$ cat src/rtl/irq_pkg.sv
// Shared definitions for the key interrupt front end.
//   irq_state_t   : request FSM states (IDLE / REQ / SERVICE)
//   STATUS_IE_BIT : global interrupt enable bit in CP0 Status
//   STATUS_IM_LSB : Status bit of IM[0]; line k uses bit STATUS_IM_LSB+k
//   CAUSE_IP_LSB  : Cause bit of IP[0]; line k reports at bit CAUSE_IP_LSB+k
//   lowest_onehot : isolates the lowest set bit (fixed priority, index 0 wins)
package irq_pkg;

    typedef enum logic [1:0] {
        IDLE    = 2'd0,
        REQ     = 2'd1,
        SERVICE = 2'd2
    } irq_state_t;

    localparam int STATUS_IE_BIT = 0;
    localparam int STATUS_IM_LSB = 8;
    localparam int CAUSE_IP_LSB  = 8;

    function automatic logic [31:0] lowest_onehot(input logic [31:0] v);
        return v & (~v + 32'd1);
    endfunction

endpackage

$ cat src/rtl/key_irq_controller_debounce.sv
// key_debounce: one active-low key line -> synchronised, debounced level and
// a one-cycle press pulse.
//   Clk     : system clock
//   Reset   : asynchronous active-low reset
//   i_raw   : raw key line (0 = pressed), asynchronous to Clk
//   o_level : debounced level (1 = released), 1 out of reset
//   o_press : one-cycle pulse on a debounced 1->0 transition
module key_debounce
    import irq_pkg::*;
#(
    parameter int DEBOUNCE_CYCLES = 16
) (
    input  logic Clk,
    input  logic Reset,
    input  logic i_raw,
    output logic o_level,
    output logic o_press
);

    localparam int              CNT_W    = $clog2(DEBOUNCE_CYCLES + 1);
    localparam logic [CNT_W-1:0] CNT_LAST = CNT_W'(DEBOUNCE_CYCLES - 1);

    logic             r_sync1;
    logic             r_sync2;
    logic [1:0]       r_vld;
    logic             r_armed;
    logic [CNT_W-1:0] r_cnt;
    logic             r_level;
    logic             r_press;

    // The debouncer stays idle until the synchroniser holds a real sample
    // (r_vld) showing the key released. A key held through reset release
    // therefore never reaches the pressed level until it is let go first.
    always_ff @(posedge Clk or negedge Reset) begin
        if (!Reset) begin
            r_sync1 <= 1'b1;
            r_sync2 <= 1'b1;
            r_vld   <= '0;
            r_armed <= 1'b0;
            r_cnt   <= '0;
            r_level <= 1'b1;
            r_press <= 1'b0;
        end else begin
            r_sync1 <= i_raw;
            r_sync2 <= r_sync1;
            r_vld   <= {r_vld[0], 1'b1};
            r_press <= 1'b0;
            if (!r_armed) begin
                r_armed <= r_vld[1] & r_sync2;
                r_cnt   <= '0;
            end else if (r_sync2 != r_level) begin
                if (r_cnt == CNT_LAST) begin
                    r_level <= r_sync2;
                    r_cnt   <= '0;
                    // Registered alongside the level so the pulse lines up
                    // with the first cycle of the clean pressed level.
                    r_press <= ~r_sync2;
                end else begin
                    r_cnt <= r_cnt + CNT_W'(1);
                end
            end else begin
                r_cnt <= '0;
            end
        end
    end

    assign o_level = r_level;
    assign o_press = r_press;

endmodule

$ cat src/rtl/key_irq_controller.sv
// key_irq_controller: key interrupt front end feeding the core's exception
// logic. Debounces active-low keys, latches pending requests, applies the
// Status IE/IM mask with fixed priority (lowest index wins) and presents a
// single request with its Cause value.
//   Clk, Reset : clock, asynchronous active-low reset
//   i_key      : raw key lines, active-low
//   i_status   : CP0 Status (bit 0 = IE, bit 8+k = IM[k])
//   i_ack      : core took the interrupt (honoured only while requesting)
//   i_eret     : handler returned (honoured only while in service)
//   o_irq      : interrupt request
//   o_cause    : grant one-hot at bits 8+k, zero when idle
//   o_pending  : pending-request bits
// Build option IRQ_LEVEL_EN: pending follows the debounced pressed level and
// is not cleared by i_ack (a held key re-requests after every eret).
module key_irq_controller
    import irq_pkg::*;
#(
    parameter int N_IRQ           = 2,
    parameter int DEBOUNCE_CYCLES = 16
) (
    input  logic             Clk,
    input  logic             Reset,
    input  logic [N_IRQ-1:0] i_key,
    input  logic [31:0]      i_status,
    input  logic             i_ack,
    input  logic             i_eret,
    output logic             o_irq,
    output logic [31:0]      o_cause,
    output logic [N_IRQ-1:0] o_pending
);

    logic [N_IRQ-1:0] w_level;
    logic [N_IRQ-1:0] w_press;
    logic [N_IRQ-1:0] w_pending;
    logic [N_IRQ-1:0] w_eligible;
    logic [N_IRQ-1:0] w_grant_next;
    logic [N_IRQ-1:0] r_grant;
    irq_state_t       r_state;
    irq_state_t       w_state_next;

    for (genvar g = 0; g < N_IRQ; g++) begin : g_key
        key_debounce #(
            .DEBOUNCE_CYCLES(DEBOUNCE_CYCLES)
        ) u_debounce (
            .Clk    (Clk),
            .Reset  (Reset),
            .i_raw  (i_key[g]),
            .o_level(w_level[g]),
            .o_press(w_press[g])
        );
    end

`ifdef IRQ_LEVEL_EN
    logic w_unused;
    assign w_unused  = &{1'b0, i_status, w_press};
    assign w_pending = ~w_level;
`else
    logic             w_unused;
    logic [N_IRQ-1:0] w_clr;
    logic [N_IRQ-1:0] r_pending;

    assign w_unused = &{1'b0, i_status, w_level};
    assign w_clr    = ((r_state == REQ) && i_ack) ? r_grant : '0;

    // A press arriving in the same cycle as the acknowledge survives.
    always_ff @(posedge Clk or negedge Reset) begin
        if (!Reset) begin
            r_pending <= '0;
        end else begin
            r_pending <= (r_pending & ~w_clr) | w_press;
        end
    end

    assign w_pending = r_pending;
`endif

    assign w_eligible   = w_pending & i_status[STATUS_IM_LSB +: N_IRQ]
                        & {N_IRQ{i_status[STATUS_IE_BIT]}};
    assign w_grant_next = N_IRQ'(lowest_onehot(32'(w_eligible)));

    // State register; the grant is captured on the IDLE->REQ transition.
    always_ff @(posedge Clk or negedge Reset) begin
        if (!Reset) begin
            r_state <= IDLE;
            r_grant <= '0;
        end else begin
            r_state <= w_state_next;
            if ((r_state == IDLE) && (|w_eligible)) begin
                r_grant <= w_grant_next;
            end
        end
    end

    always_comb begin
        w_state_next = r_state;
        case (r_state)
            IDLE: begin
                if (|w_eligible) w_state_next = REQ;
            end
            REQ: begin
                if (i_ack)                         w_state_next = SERVICE;
                else if (~|(w_eligible & r_grant)) w_state_next = IDLE;
            end
            SERVICE: begin
                if (i_eret) w_state_next = IDLE;
            end
            default: w_state_next = IDLE;
        endcase
    end

    // Outputs decode registered state only, so they are glitch-free and
    // drop asynchronously with Reset.
    always_comb begin
        o_irq   = (r_state == REQ);
        o_cause = '0;
        if (r_state != IDLE) begin
            o_cause[CAUSE_IP_LSB +: N_IRQ] = r_grant;
        end
    end

    assign o_pending = w_pending;

endmodule

$ cat config.mk
export PLATFORM = sky130hd
export DESIGN_NAME = key_irq_controller
export DESIGN_NICKNAME = d
export VERILOG_FILES = /design/src/rtl/irq_pkg.sv /design/src/rtl/key_irq_controller_debounce.sv /design/src/rtl/key_irq_controller.sv
export SDC_FILE = /design/constraint.sdc
export NUM_CORES = 1
export LEC_CHECK = 0
export BUFFER_PORTS_ARGS = -buffer_cell sky130_fd_sc_hd__buf_2
export CORE_ASPECT_RATIO = 0.5
export CORE_MARGIN = 8
export CORE_UTILIZATION = 41
export CTS_CLUSTER_DIAMETER = 60
export CTS_CLUSTER_SIZE = 14
export DETAILED_ROUTE_END_ITERATION = 7
export HOLD_SLACK_MARGIN = 0.03
export PLACE_DENSITY = 0.86
export SKIP_CTS_REPAIR_TIMING = 1
export SLEW_MARGIN = 20
export SYNTH_ARGS = -nofsm -noshare
export SYNTH_HDL_FRONTEND = slang
export SYNTH_SLANG_ARGS = --single-unit
$ cat constraint.sdc
create_clock -name Clk -period 1.83 [get_ports Clk]
set_input_delay 0.0915 -clock Clk [delete_from_list [all_inputs] [get_ports Clk]]
set_output_delay 0.0915 -clock Clk [all_outputs]
set_load 0.005 [all_outputs]
# [Word level (Yosys, flattened, before mapping)]
# Index checks and enable logic that the tools add are counted.
[word_totals] latch_bits=0 n_memories=0 elab_cells=71 ramBits=0 in_bits=38 mem_bits_ro=0 register_bits=30
[classes] mux=21 n_reduce_logical=9 shifts=0 n_bitwise=12 n_addsub=3 magnitude_cmp=0 n_eq_ne=9 n_div=0 multipliers=0
[ops] operator="two-way mux 5 bit" count=6
[ops] operator="two-way mux 2 bit" count=6
[ops] operator="adder 5 x 1 -> 5 bit, second input constant" count=2
[ops] operator="AND 2 bit" count=5
[ops] operator="equality test 5 x 4 -> 1 bit, second input constant" count=2
[ops] operator="AND reduction 3 bit" count=3
[ops] operator="two-way mux 1 bit" count=8
[ops] operator="case mux 2 bit (3 select lines)" count=1
[ops] operator="NOT 2 bit" count=2
[ops] operator="OR reduction 2 bit" count=2
[ops] operator="inequality test 3 bit, second input constant" count=1
[ops] operator="adder 2 x 1 -> 2 bit, second input constant" count=1
[ops] operator="AND 1 bit" count=2
[ops] operator="equality test 2 x 1 -> 1 bit, second input constant" count=1
[ops] operator="equality test 2 bit, second input constant" count=1
[ops] operator="logical AND 1 bit" count=2
[ops] operator="logical NOT 2 bit" count=1
[ops] operator="inequality test 1 bit" count=2
[ops] operator="inequality test 2 x 1 -> 1 bit, second input constant" count=1
[ops] operator="inequality test 2 bit, second input constant" count=1
[ops] operator="NOT 1 bit" count=2
[ops] operator="bitwise OR 2 bit" count=1
[ops] operator="nonzero test 2 bit" count=1

# [Longest topological paths before layout]
# Gate-level depths: netlist (run 1).
[depth] word_depth=7 depth_mapped=4

# [Modules after synthesis]
# A second synthesis (run 1) with hierarchy kept.
[hier_totals] hier_cells=119 area_unflattened_um2=1383.8
[modules_own_cells] module="key_debounce" cells_per_inst=31 seq_area_each_um2=304.0 instances=2 area_per_inst_um2=437.9
[modules_own_cells] module="key_irq_controller" cells_per_inst=57 seq_area_each_um2=150.1 instances=1 area_per_inst_um2=508.0

# [Worst setup path before layout (run 1)]
# OpenSTA, ideal clock, no wires.
[synth_path] path_kind="register to register" from="reg g_key[1].u_debounce.r_cnt[0]" to="reg g_key[1].u_debounce.r_level" path_stages_with_launch=5 path_slack_ns=0.586 required_time_ns=1.748 arrival_ns=1.162 cell_sequence="dfrtp_1 ha_1 and4b_1 nand2_1 mux2_4"
[synth_via] elab_chain_len=2
[synth_rtl] element="start, declared" line_no="key_irq_controller_debounce.sv:27" rtl="logic [CNT_W-1:0] r_cnt;"
[synth_rtl] element="start signal, assigned" line_no="key_irq_controller_debounce.sv:59" rtl="r_cnt <= r_cnt + CNT_W'(1);"
[synth_rtl] element="equality test 5 x 4 -> 1 bit" line_no="key_irq_controller_debounce.sv:52" rtl="if (r_cnt == CNT_LAST) begin"
[synth_rtl] element="AND reduction 3 bit (no source line)"
[synth_rtl] element="end signal, assigned" line_no="key_irq_controller_debounce.sv:53" rtl="r_level <= r_sync2;"
[synth_rtl] element="end, declared" line_no="key_irq_controller_debounce.sv:28" rtl="logic r_level;"
# Every way passes these cells.
# A chain may end at the register's enable or synchronous reset.

# [Worst setup path in the final report (run 1)]
# Ends and elaborated chain as after synthesis.

==> results of run 1 <==
per-layer routing:
metal  track usage (%)  vias up  wire [microns]
li1                  -      365               -
met1              7.19      361             808
met2              13.6       36             915
met3              2.96        5             228
met4              3.25        0              33
met5                 0        -               0
power groups by stage:
stage                     Combinational (mW)  Sequential [mW]  Clock, mW
after floorplan                       0.0823            0.663          0
after global placement                0.0579            0.665          0
after detailed placement              0.0610            0.666          0
after CTS                             0.0610            0.654      0.386
after global routing                  0.0794            0.657      0.409
final                                 0.0672            0.654      0.370
worst paths after layout:
check / cells past startpoint / slack (ns) / to / startpoint
worst min-delay path: 2 / 0.08 / r_state[1]$_DFFE_PN0P_ / i_ack
worst max-delay path: 4 / 0.51 / g_key[1].u_debounce.o_level$_DFFE_PN1P_ / g_key[1].u_debounce.r_cnt[0]$_DFF_PN0_
worst min register to register: 0 / 0.36 / g_key[1].u_debounce.r_sync2$_DFF_PN1_ / g_key[1].u_debounce.r_sync1$_DFF_PN1_
worst max register to register: 4 / 0.51 / g_key[1].u_debounce.o_level$_DFFE_PN1P_ / g_key[1].u_debounce.r_cnt[0]$_DFF_PN0_
max in group asynchronous: 2 / 1.08 / g_key[1].u_debounce.r_cnt[2]$_DFF_PN0_ / Reset
min in group asynchronous: 2 / 0.36 / g_key[0].u_debounce.r_cnt[2]$_DFF_PN0_ / Reset
area by class of cell:
type                       count  area, sq um
sequential                    28          708
multi-input combinational     87          488
fill                         279         1630
timing repair buffer          16         95.1
tap                           40         50.0
clock buffer                   4         55.1
through the flow:
stage | hold slack (ns) | std cells | cell area [sq um] | setup WS (ns)
2_1_floorplan | -0.204 | 145 | 1420 | 0.586
3_3_place_gp | 0.114 | 168 | 1310 | 0.543
3_5_place_dp | 0.130 | 168 | 1310 | 0.530
4_1_cts | -0.175 | 172 | 1370 | 0.489
5_1_grt | 0.0743 | 175 | 1400 | 0.425
6_report | 0.0848 | 175 | 1400 | 0.514
cell families after synthesis:
group,Yosys count,synth area share (%)
other,2,0.572
buffers and inverters,30,17.2
and+or+nand+nor,35,14.4
muxes,2,2.29
adders and majority gates,2,1.91
xor gates and xnor gates,6,4.00
DFF,28,54.0
AOI/OAI and AO/OA,11,5.72
placed cells by master (no fill, tap or decap), drive strengths merged, types with 3 or more instances in the layout:
| cell | netlist | final |
|---|---|---|
| dlygate4sd3 | 0 | 3 |
| nand2 | 7 | 7 |
| and3 | 3 | 3 |
| xor2 | 4 | 4 |
| dfrtp | 22 | 22 |
| nand3 | 6 | 6 |
| dfstp | 6 | 6 |
| clkbuf | 0 | 4 |
| conb | 2 | 31 |
| a21o | 4 | 4 |
| nor2 | 6 | 6 |
| nor3 | 4 | 4 |
| buf | 30 | 13 |
| nor2b | 3 | 3 |
==> qor.yml, run 1 <==
run_status:
  status: "completed"
synthesis:
  synth_cell_type_count: 25
  synth_edf_count: 0
  yosysTopAreaCell: "dfrtp_1"
  synth_common_cells: "buf_4 (30), dfrtp_1 (22)"
  ys_ff_latch: 28
  synth_top_area_share_pct: 41.9
  synth_most_common_cell: "buf_4"
  yosys-top-cells-area: "dfrtp_1 (42%), buf_4 (17%), dfstp_2 (12%)"
  syn_area_sq_um: 1310
  ys_seq_area_share_pct: 54.0
  synth.avg_cell_area_sq_um: 11.3
  netlist_instances: 116
  ys_warn_count: 0
  synthArstFlopShare_pct: 100
  synthFlopType: "dfrtp_1"
clock_network:
  cts_num_sinks: 28
  cts_htree_levels: 1
  clkLatencyLatePin_ns: 0.27
  cts-root-buf: "clkbuf_8"
  cts_buffers: 3
  clk_pin_slew_ns: 0.09
  cts_tree: "done"
  cts.path.max_buffers: 2
grt:
  grt_pass1_wl_microns: 3210
  overflow: 0
  antenna_found_initial: 0
  grt_pass1_vias: 786
  grt_max_degree: 29
  grt_usage_pct: 7.47
placed_design:
  dpl.hpwl_microns: 1580
  io_buffers: 13
  gp_congestion: 0.794
power:
  power_switching_mw: 0.235
  p_total_mw: 1.09
  p_sw_share_pct: 21.5
  powerDensity_nw_per_um2: 782
  p_clk_share_pct: 33.9
  p_leak_nw: 0.714
  vdd_ir_drop_max_uv: 358
  seqPwrFrac_pct: 59.9
  p_int_mw: 0.857
  p_comb_share_pct: 6.2
finish:
  largest_register_ffs: 10
  top_register: "g_key.u_debounce.r_cnt"
  diodes: 0
  final_util_pct: 46.1
  syn_to_final_growth_pct: 6.39
  final_layout_size_suffix_gt1_share_pct: 20.0
  num-nets-final: 176
timing:
  rsz0062_at_grt: "no"
  skew_ns: 0.00281
  post-route-period-util_pct: 71.9
  fin_setup_tns_ns: 0
  hold_viol: 0
  setup_viol: 0
  period_needed_ns: 1.32
  slew_headroom_pct: 61.0
  worstMarginPinSlew_ns: 0.585
  report.final.slew_viol_count: 0
  max_freq_ghz: 0.760
worst_hold_path:
  hold_class: "in2reg"
floorplanning:
  initial_core_util_pct: 43.3
  coreArea_sq_um: 3030
  pin_count: 73
  die_w_microns: 96.0
  rows: 14
  design.die.area_sq_um: 5380
  die_y_microns: 56.0
critical_path:
  crit_family: "flip-flops"
  critPathMaxStageDelay_ns: 0.41
  cp-end-kind: "flop"
  startpoint_type: "flop"
  crit_buf_inv: 0
  worstPathArrival_ns: 1.52
  crit_fanout: 3
  crit_slowest_cell: "dfrtp_1"
  path_cells: "ha_1 -> and4b_1 -> nand2_1 -> mux2_4"
  critPathRequiredTime_ns: 2.03
  crit_type: "reg2reg"
route:
  ant_nets: 0
  drt-pass1-iter-count: 4
  vias: 767
  drc: 0
  drt-wirelength-per-cell_microns: 11.3
  dr.first_iter.drc_count: 34
  wirelength_microns: 1990
  viasPerCell: 4.38
run:
  cap_violations: 0
No activity file was read; power rests on OpenSTA's default activity.
==> run 2: changes to the inputs <==
==> constraint.sdc (replaced) <==
create_clock -name Clk -period 1.3 [get_ports Clk]
set_input_delay 0.065 -clock Clk [delete_from_list [all_inputs] [get_ports Clk]]
set_output_delay 0.065 -clock Clk [all_outputs]
set_load 0.005 [all_outputs]
==> run 2 against run 1 <==
Against the previous run: highest routed layer unchanged; routed wire length shrank 2.3%; clock power grew 24%; register-to-register slack lost 0.46 ns; die area is the same; hold slack lost 0.029 ns; clock skew grew 0.0072 ns; critical path depth is the same; design area grew 2.8%; global-route usage shrank 0.28 points; critical endpoint unchanged; sequential power grew 41%; cell count grew 2.3%.
==> qor.yml, run 2 (synthesis gave the netlist of run 1 again) <==
clock_network:
  clk_pin_slew_ns: 0.09  # about the same
  cts_tree: "done"
  cts-root-buf: "clkbuf_8"
  clkLatencyLatePin_ns: 0.27  # about the same
  cts_htree_levels: 1  # unchanged
  cts_buffers: 3  # unchanged
  cts_num_sinks: 28  # unchanged
  cts.path.max_buffers: 2  # unchanged
power:
  powerDensity_nw_per_um2: 1030  # +32%
  vdd_ir_drop_max_uv: 469  # +31%
  p_total_mw: 1.48  # +35%
  p_leak_nw: 0.730  # +2.2%
floorplanning:
  initial_core_util_pct: 43.3  # unchanged
  die_w_microns: 96.0  # unchanged
  rows: 14  # unchanged
  die_y_microns: 56.0  # unchanged
  pin_count: 73  # unchanged
  design.die.area_sq_um: 5380  # unchanged
  coreArea_sq_um: 3030  # unchanged
placed_design:
  dpl.hpwl_microns: 1590  # +0.56%
  dpl_cell_area_sq_um: 1340  # +2.3%
  io_buffers: 13  # unchanged
  place_ws_ns: 0.0477  # -0.483 ns
  gp_congestion: 0.786  # -1.0%
critical_path:
  startpoint: "g_key[1].u_debounce.r_cnt[0]$_DFF_PN0_"
  crit_fanout: 3  # unchanged
  worstPathArrival_ns: 1.44  # -0.08 ns
  critPathRequiredTime_ns: 1.49  # -0.54 ns
  cp-end-kind: "flop"
  critPathMaxStageDelay_ns: 0.41  # about the same
  timing.rr.start: "g_key[1].u_debounce.r_cnt[0]$_DFF_PN0_"
  path_cells: "ha_2 -> and4b_1 -> nand2_1 -> mux2_4"
  crit_buf_inv: 0  # unchanged
  crit_type: "reg2reg"
  crit_family: "flip-flops"
  startpoint_type: "flop"
  crit_slowest_cell: "dfrtp_1"
finish:
  diodes: 0  # unchanged
  fin_area_sq_um: 1440  # +2.8%
  multi_input_area_sq_um: 507  # +3.8%
  mostFrequentLayoutCell: "conb_1"
  num-nets-final: 180  # +2.3%
  final_layout_size_suffix_gt1_share_pct: 24.5  # +4.5 points
  final_cell_mix: "conb_1 (31), dfrtp_1 (22), buf_2 (13)"
  syn_to_final_growth_pct: 9.34
  largest_register_ffs: 10  # unchanged
  num-fill-cells: 276  # -1.1%
  final_util_pct: 47.4  # +1.3 points
  top_register: "g_key.u_debounce.r_cnt"
  regArea_sq_um: 708  # unchanged
route:
  dr.first_iter.drc_count: 19  # -44%
  drt-pass1-iter-count: 3  # -1
  ant_nets: 0  # unchanged
  drc: 0  # unchanged
  viasPerCell: 4.44  # +1.3%
  wirelength_microns: 1940  # -2.3%
  drt-wirelength-per-cell_microns: 10.8  # -4.5%
  vias: 795  # +3.7%
grt:
  overflow: 0  # unchanged
  grt_max_degree: 29  # unchanged
  antenna_found_initial: 0  # unchanged
  grt_pass1_vias: 761  # -3.2%
  grt_pass1_wl_microns: 3060  # -4.5%
  grt_usage_pct: 7.19  # -0.28 points
timing:
  hold_viol: 0  # unchanged
  max_freq_ghz: 0.803  # +5.6%
  report.final.slew_viol_count: 0  # unchanged
  layout_setup_ws_ns: 0.0544  # -0.460 ns
  post-route-period-util_pct: 95.8  # +24 points
  setup_viol: 0  # unchanged
  worstMarginPinSlew_ns: 0.576  # -0.00995 ns
  hold_ws_ns: 0.0560  # -0.0288 ns
  skew_ns: 0.0100  # +0.00719 ns
  rsz0062_at_grt: "no"
  slew_headroom_pct: 61.6  # +0.66 points
  period_needed_ns: 1.25  # -0.0702 ns
worst_hold_path:
  hold_start: "i_ack"
  hold_class: "in2reg"
run_status:
  status: "completed"
run:
  cap_violations: 0  # unchanged
[run 2: per-stage QoR]
step           std cells  setup TNS, ns
6_report             179              0
5_1_grt              179              0
4_1_cts              176         -0.117
3_5_place_dp         172              0
3_3_place_gp         172              0
2_1_floorplan        145              0
[run 2: path summary, 6_finish.rpt]
kind / endpoint / slack (ns) / depth (start not counted)
min in group asynchronous: g_key[1].u_debounce.o_press$_DFF_PN0_ / 0.33 / 2
max in group asynchronous: g_key[1].u_debounce.o_level$_DFFE_PN1P_ / 0.58 / 2
worst min-delay path: r_state[1]$_DFFE_PN0P_ / 0.06 / 2
worst min register to register: g_key[0].u_debounce.r_vld[1]$_DFF_PN0_ / 0.36 / 0
worst max-delay path: g_key[1].u_debounce.o_level$_DFFE_PN1P_ / 0.05 / 4
worst max register to register: g_key[1].u_debounce.o_level$_DFFE_PN1P_ / 0.05 / 4
[run 2: power breakdown]
part	leakage [nW]	internal, mW	total (mW)	switching (mW)
logic	0.357	0.0372	0.0984	0.0612
registers	0.350	0.902	0.922	0.0199
clock network	0.0228	0.219	0.457	0.238
total	0.730	1.16	1.48	0.319
[run 2: routing by layer]
metal	share of wire, %	vias up	global-route usage (%)
met5	0	-	0
met1	42	381	7.27
met4	1.7	0	3.25
li1	-	376	-
met2	45	34	12.6
met3	11	4	2.83
[run 2: cell type report]
| class | instances | area share, % |
|---|---|---|
| timing repair buffer | 20 | 8.72 |
| multi-input combinational | 87 | 35.3 |
| sequential | 28 | 49.3 |
| tap | 40 | 3.49 |
| clock buffer | 4 | 3.14 |
==> run 3: changes to the inputs <==
--- a/config.mk
+++ b/config.mk
@@ -5,6 +5,7 @@
 export SDC_FILE = /design/constraint.sdc
 export NUM_CORES = 1
 export LEC_CHECK = 0
+export ABC_AREA = 1
 export BUFFER_PORTS_ARGS = -buffer_cell sky130_fd_sc_hd__buf_2
 export CORE_ASPECT_RATIO = 0.5
 export CORE_MARGIN = 8
@@ -13,7 +14,7 @@
 export CTS_CLUSTER_SIZE = 14
 export DETAILED_ROUTE_END_ITERATION = 7
 export HOLD_SLACK_MARGIN = 0.03
-export PLACE_DENSITY = 0.86
+export PLACE_DENSITY = 0.85
 export SKIP_CTS_REPAIR_TIMING = 1
 export SLEW_MARGIN = 20
 export SYNTH_ARGS = -nofsm -noshare
==> run 3 against run 2 <==
Against the previous run: routed wire length rose by 12%; cell count rose by 18%; global-route usage rose by 0.42 points; combinational power rose to 3.7 times the previous value; worst setup slack improved by 0.065 ns; sequential share of layout area fell by 2.0 points; highest routed layer unchanged.
==> qor.yml, run 3 <==
run_status:
  status: "completed"
power:
  vdd_ir_drop_max_uv: 850  # +81%
  p_leak_nw: 0.775  # +6.2%
  powerDensity_nw_per_um2: 1280  # +25%
critical_path:
  r2r_setup_slack_ns: 0.16  # +0.11 ns
  crit_fanout: 4  # +1
  crit_type: "reg2out"
  cp-end-kind: "output port"
  startpoint_type: "flop"
  critPathMaxStageDelay_ns: 0.40  # about the same
  path_cells: "inv_2 -> nand2_1 -> inv_1 -> nor2_1 -> buf_2"
  timing.rr.start: "g_key[0].u_debounce.r_cnt[0]$_DFF_PN0_"
  worstPathArrival_ns: 1.12  # -0.32 ns
  critPathRequiredTime_ns: 1.24  # -0.25 ns
  startpoint: "r_state[0]$_DFFE_PN0P_"
  crit_slowest_cell: "dfrtp_1"
floorplanning:
  coreArea_sq_um: 3340  # +10%
  pin_count: 73  # unchanged
  die_w_microns: 98.4  # +2.5%
  rows: 15  # +1
  initial_core_util_pct: 41.7  # -1.6 points
  die_y_microns: 57.2  # +2.1%
  design.die.area_sq_um: 5630  # +4.7%
clock_network:
  cts-root-buf: "clkbuf_8"
  cts_tree: "done"
  clk_pin_slew_ns: 0.09  # about the same
  clkLatencyLatePin_ns: 0.27  # about the same
  cts_buffers: 3  # unchanged
  cts.path.max_buffers: 2  # unchanged
  cts_htree_levels: 1  # unchanged
  cts_num_sinks: 28  # unchanged
synthesis:
  yosys.area_share.simple_pct: 21.7  # +7.3 points
  synth_compound_area_share_pct: 4.13  # -1.6 points
  synth_edf_count: 0  # unchanged
  syn_area_sq_um: 1390  # +6.1%
  yosysTopAreaCell: "dfrtp_1"
  synth.avg_cell_area_sq_um: 9.41  # -17%
  ys_ff_latch: 28  # unchanged
  synthFlopType: "dfrtp_1"
  synthArstFlopShare_pct: 100  # unchanged
  synth-xor-area-share_pct: 1.26  # -2.7 points
  yosys-top-cells-area: "dfrtp_1 (40%), buf_4 (16%), dfstp_2 (11%)"
  synth_top_area_share_pct: 39.5  # -2.4 points
  synth_most_common_cell: "buf_4"
  synth_common_cells: "buf_4 (30), nand2_1 (24), dfrtp_1 (22), nor2_1 (16), inv_1 (10)"
  synthAdderAreaFrac_pct: 1.80  # -0.11 points
  synth_cell_type_count: 23  # -8.0%
  ys_warn_count: 0  # unchanged
  synthMuxAreaShare_pct: 0  # -2.3 points
  synth_top_family_by_area: "simple AND/OR/NAND/NOR gates"
  ys_seq_area_share_pct: 50.9  # -3.1 points
  netlist_instances: 148  # +28%
grt:
  antenna_found_initial: 0  # unchanged
  grt_pass1_vias: 911  # +20%
  overflow: 0  # unchanged
  grt_pass1_wl_microns: 3570  # +16%
  grt_usage_pct: 7.61  # +0.42 points
  grt_max_degree: 29  # unchanged
placed_design:
  dpl.hpwl_microns: 1770  # +11%
  dpl_cell_area_sq_um: 1390  # +3.9%
  io_buffers: 13  # unchanged
  gp_congestion: 0.736  # -6.3%
  dpl.cell_count: 202  # +17%
timing:
  report.final.slew_viol_count: 0  # unchanged
  fin_setup_tns_ns: 0  # unchanged
  hold_ws_ns: 0.0619  # +0.00588 ns
  setup_viol: 0  # unchanged
  post-route-period-util_pct: 90.8  # -5.0 points
  worstMarginPinSlew_ns: 0.593  # +0.0177 ns
  hold_viol: 0  # unchanged
  skew_ns: 0.00697  # -0.00303 ns
  max_freq_ghz: 0.847  # +5.5%
  rsz0062_at_grt: "no"
  period_needed_ns: 1.18  # -0.0648 ns
  slew_headroom_pct: 60.5  # -1.2 points
finish:
  mostFrequentLayoutCell: "conb_1"
  regArea_sq_um: 708  # unchanged
  final_util_pct: 44.8  # -2.6 points
  num-fill-cells: 284  # +2.9%
  top_register: "g_key.u_debounce.r_cnt"
  diodes: 0  # unchanged
  largest_register_ffs: 10  # unchanged
  final_cells: 211  # +18%
  multi_input_area_sq_um: 519  # +2.5%
  fin_area_sq_um: 1500  # +4.3%
  final_layout_size_suffix_gt1_share_pct: 24.9  # +0.39 points
  num-nets-final: 210  # +17%
  syn_to_final_growth_pct: 7.46
  final_cell_mix: "conb_1 (31), nand2_1 (24), dfrtp_1 (22)"
route:
  ant_nets: 0  # unchanged
  wirelength_microns: 2170  # +12%
  drc: 0  # unchanged
  viasPerCell: 4.34  # -2.4%
  vias: 915  # +15%
  dr.first_iter.drc_count: 30  # +11
  drt-wirelength-per-cell_microns: 10.3  # -5.2%
  drt-pass1-iter-count: 5  # +2
worst_hold_path:
  hold_start: "i_ack"
  hold_class: "in2reg"
run:
  cap_violations: 0  # unchanged
-- run 3: kinds of logic after synthesis --
| group | Yosys count |
|---|---|
| and+or+nand+nor | 63 |
| buffers and inverters | 43 |
| DFF | 28 |
| AOI/OAI and AO/OA | 8 |
| xor gates and xnor gates | 2 |
| adders and majority gates | 2 |
| other | 2 |
-- run 3: worst paths after layout --
check	cells past startpoint	endpoint
min in group asynchronous	2	g_key[0].u_debounce.r_armed$_DFF_PN0_
setup reg to reg	4	g_key[0].u_debounce.r_cnt[0]$_DFF_PN0_
setup / recovery	5	o_cause[8]
max in group asynchronous	2	g_key[0].u_debounce.r_cnt[0]$_DFF_PN0_
hold reg to reg	0	g_key[0].u_debounce.r_vld[1]$_DFF_PN0_
hold / removal	4	r_state[0]$_DFFE_PN0P_
-- run 3: through the flow --
stage	setup WS, ns	power (mW)
after floorplan	0.258	1.33
after global placement	0.196	1.38
after detailed placement	0.157	1.41
after CTS	0.0942	1.92
after global routing	0.0335	2.05
final	0.119	1.92
-- run 3: critical path, delay by kind of cell, from the launching register on --
family,cells,cell delay [ns]
buf+inv,3,0.30
simple gates,2,0.14
flops,1,0.40
-- run 3: area by class of cell --
type	count	share of cell area, %
Sequential cell	28	47.3
Inverter	13	3.26
Timing Repair Buffer	18	7.53
Multi-Input combinational cell	106	34.7
Clock buffer	4	3.68
Tap cell	42	3.51
-- run 3: where the power goes --
part	internal (mW)	switching, mW	total [mW]	leakage (nW)
clock	0.270	0.235	0.505	0.0288
combinational	0.139	0.222	0.362	0.403
sequential	0.974	0.0774	1.05	0.343
-- run 3: routing by layer --
layer	up-vias	global-route usage [%]	part of all wire, %
met5	-	0	0
met4	0	4.54	0.78
met3	2	2.91	8.4
met2	36	14.3	53
met1	434	6.97	38
li1	443	-	-
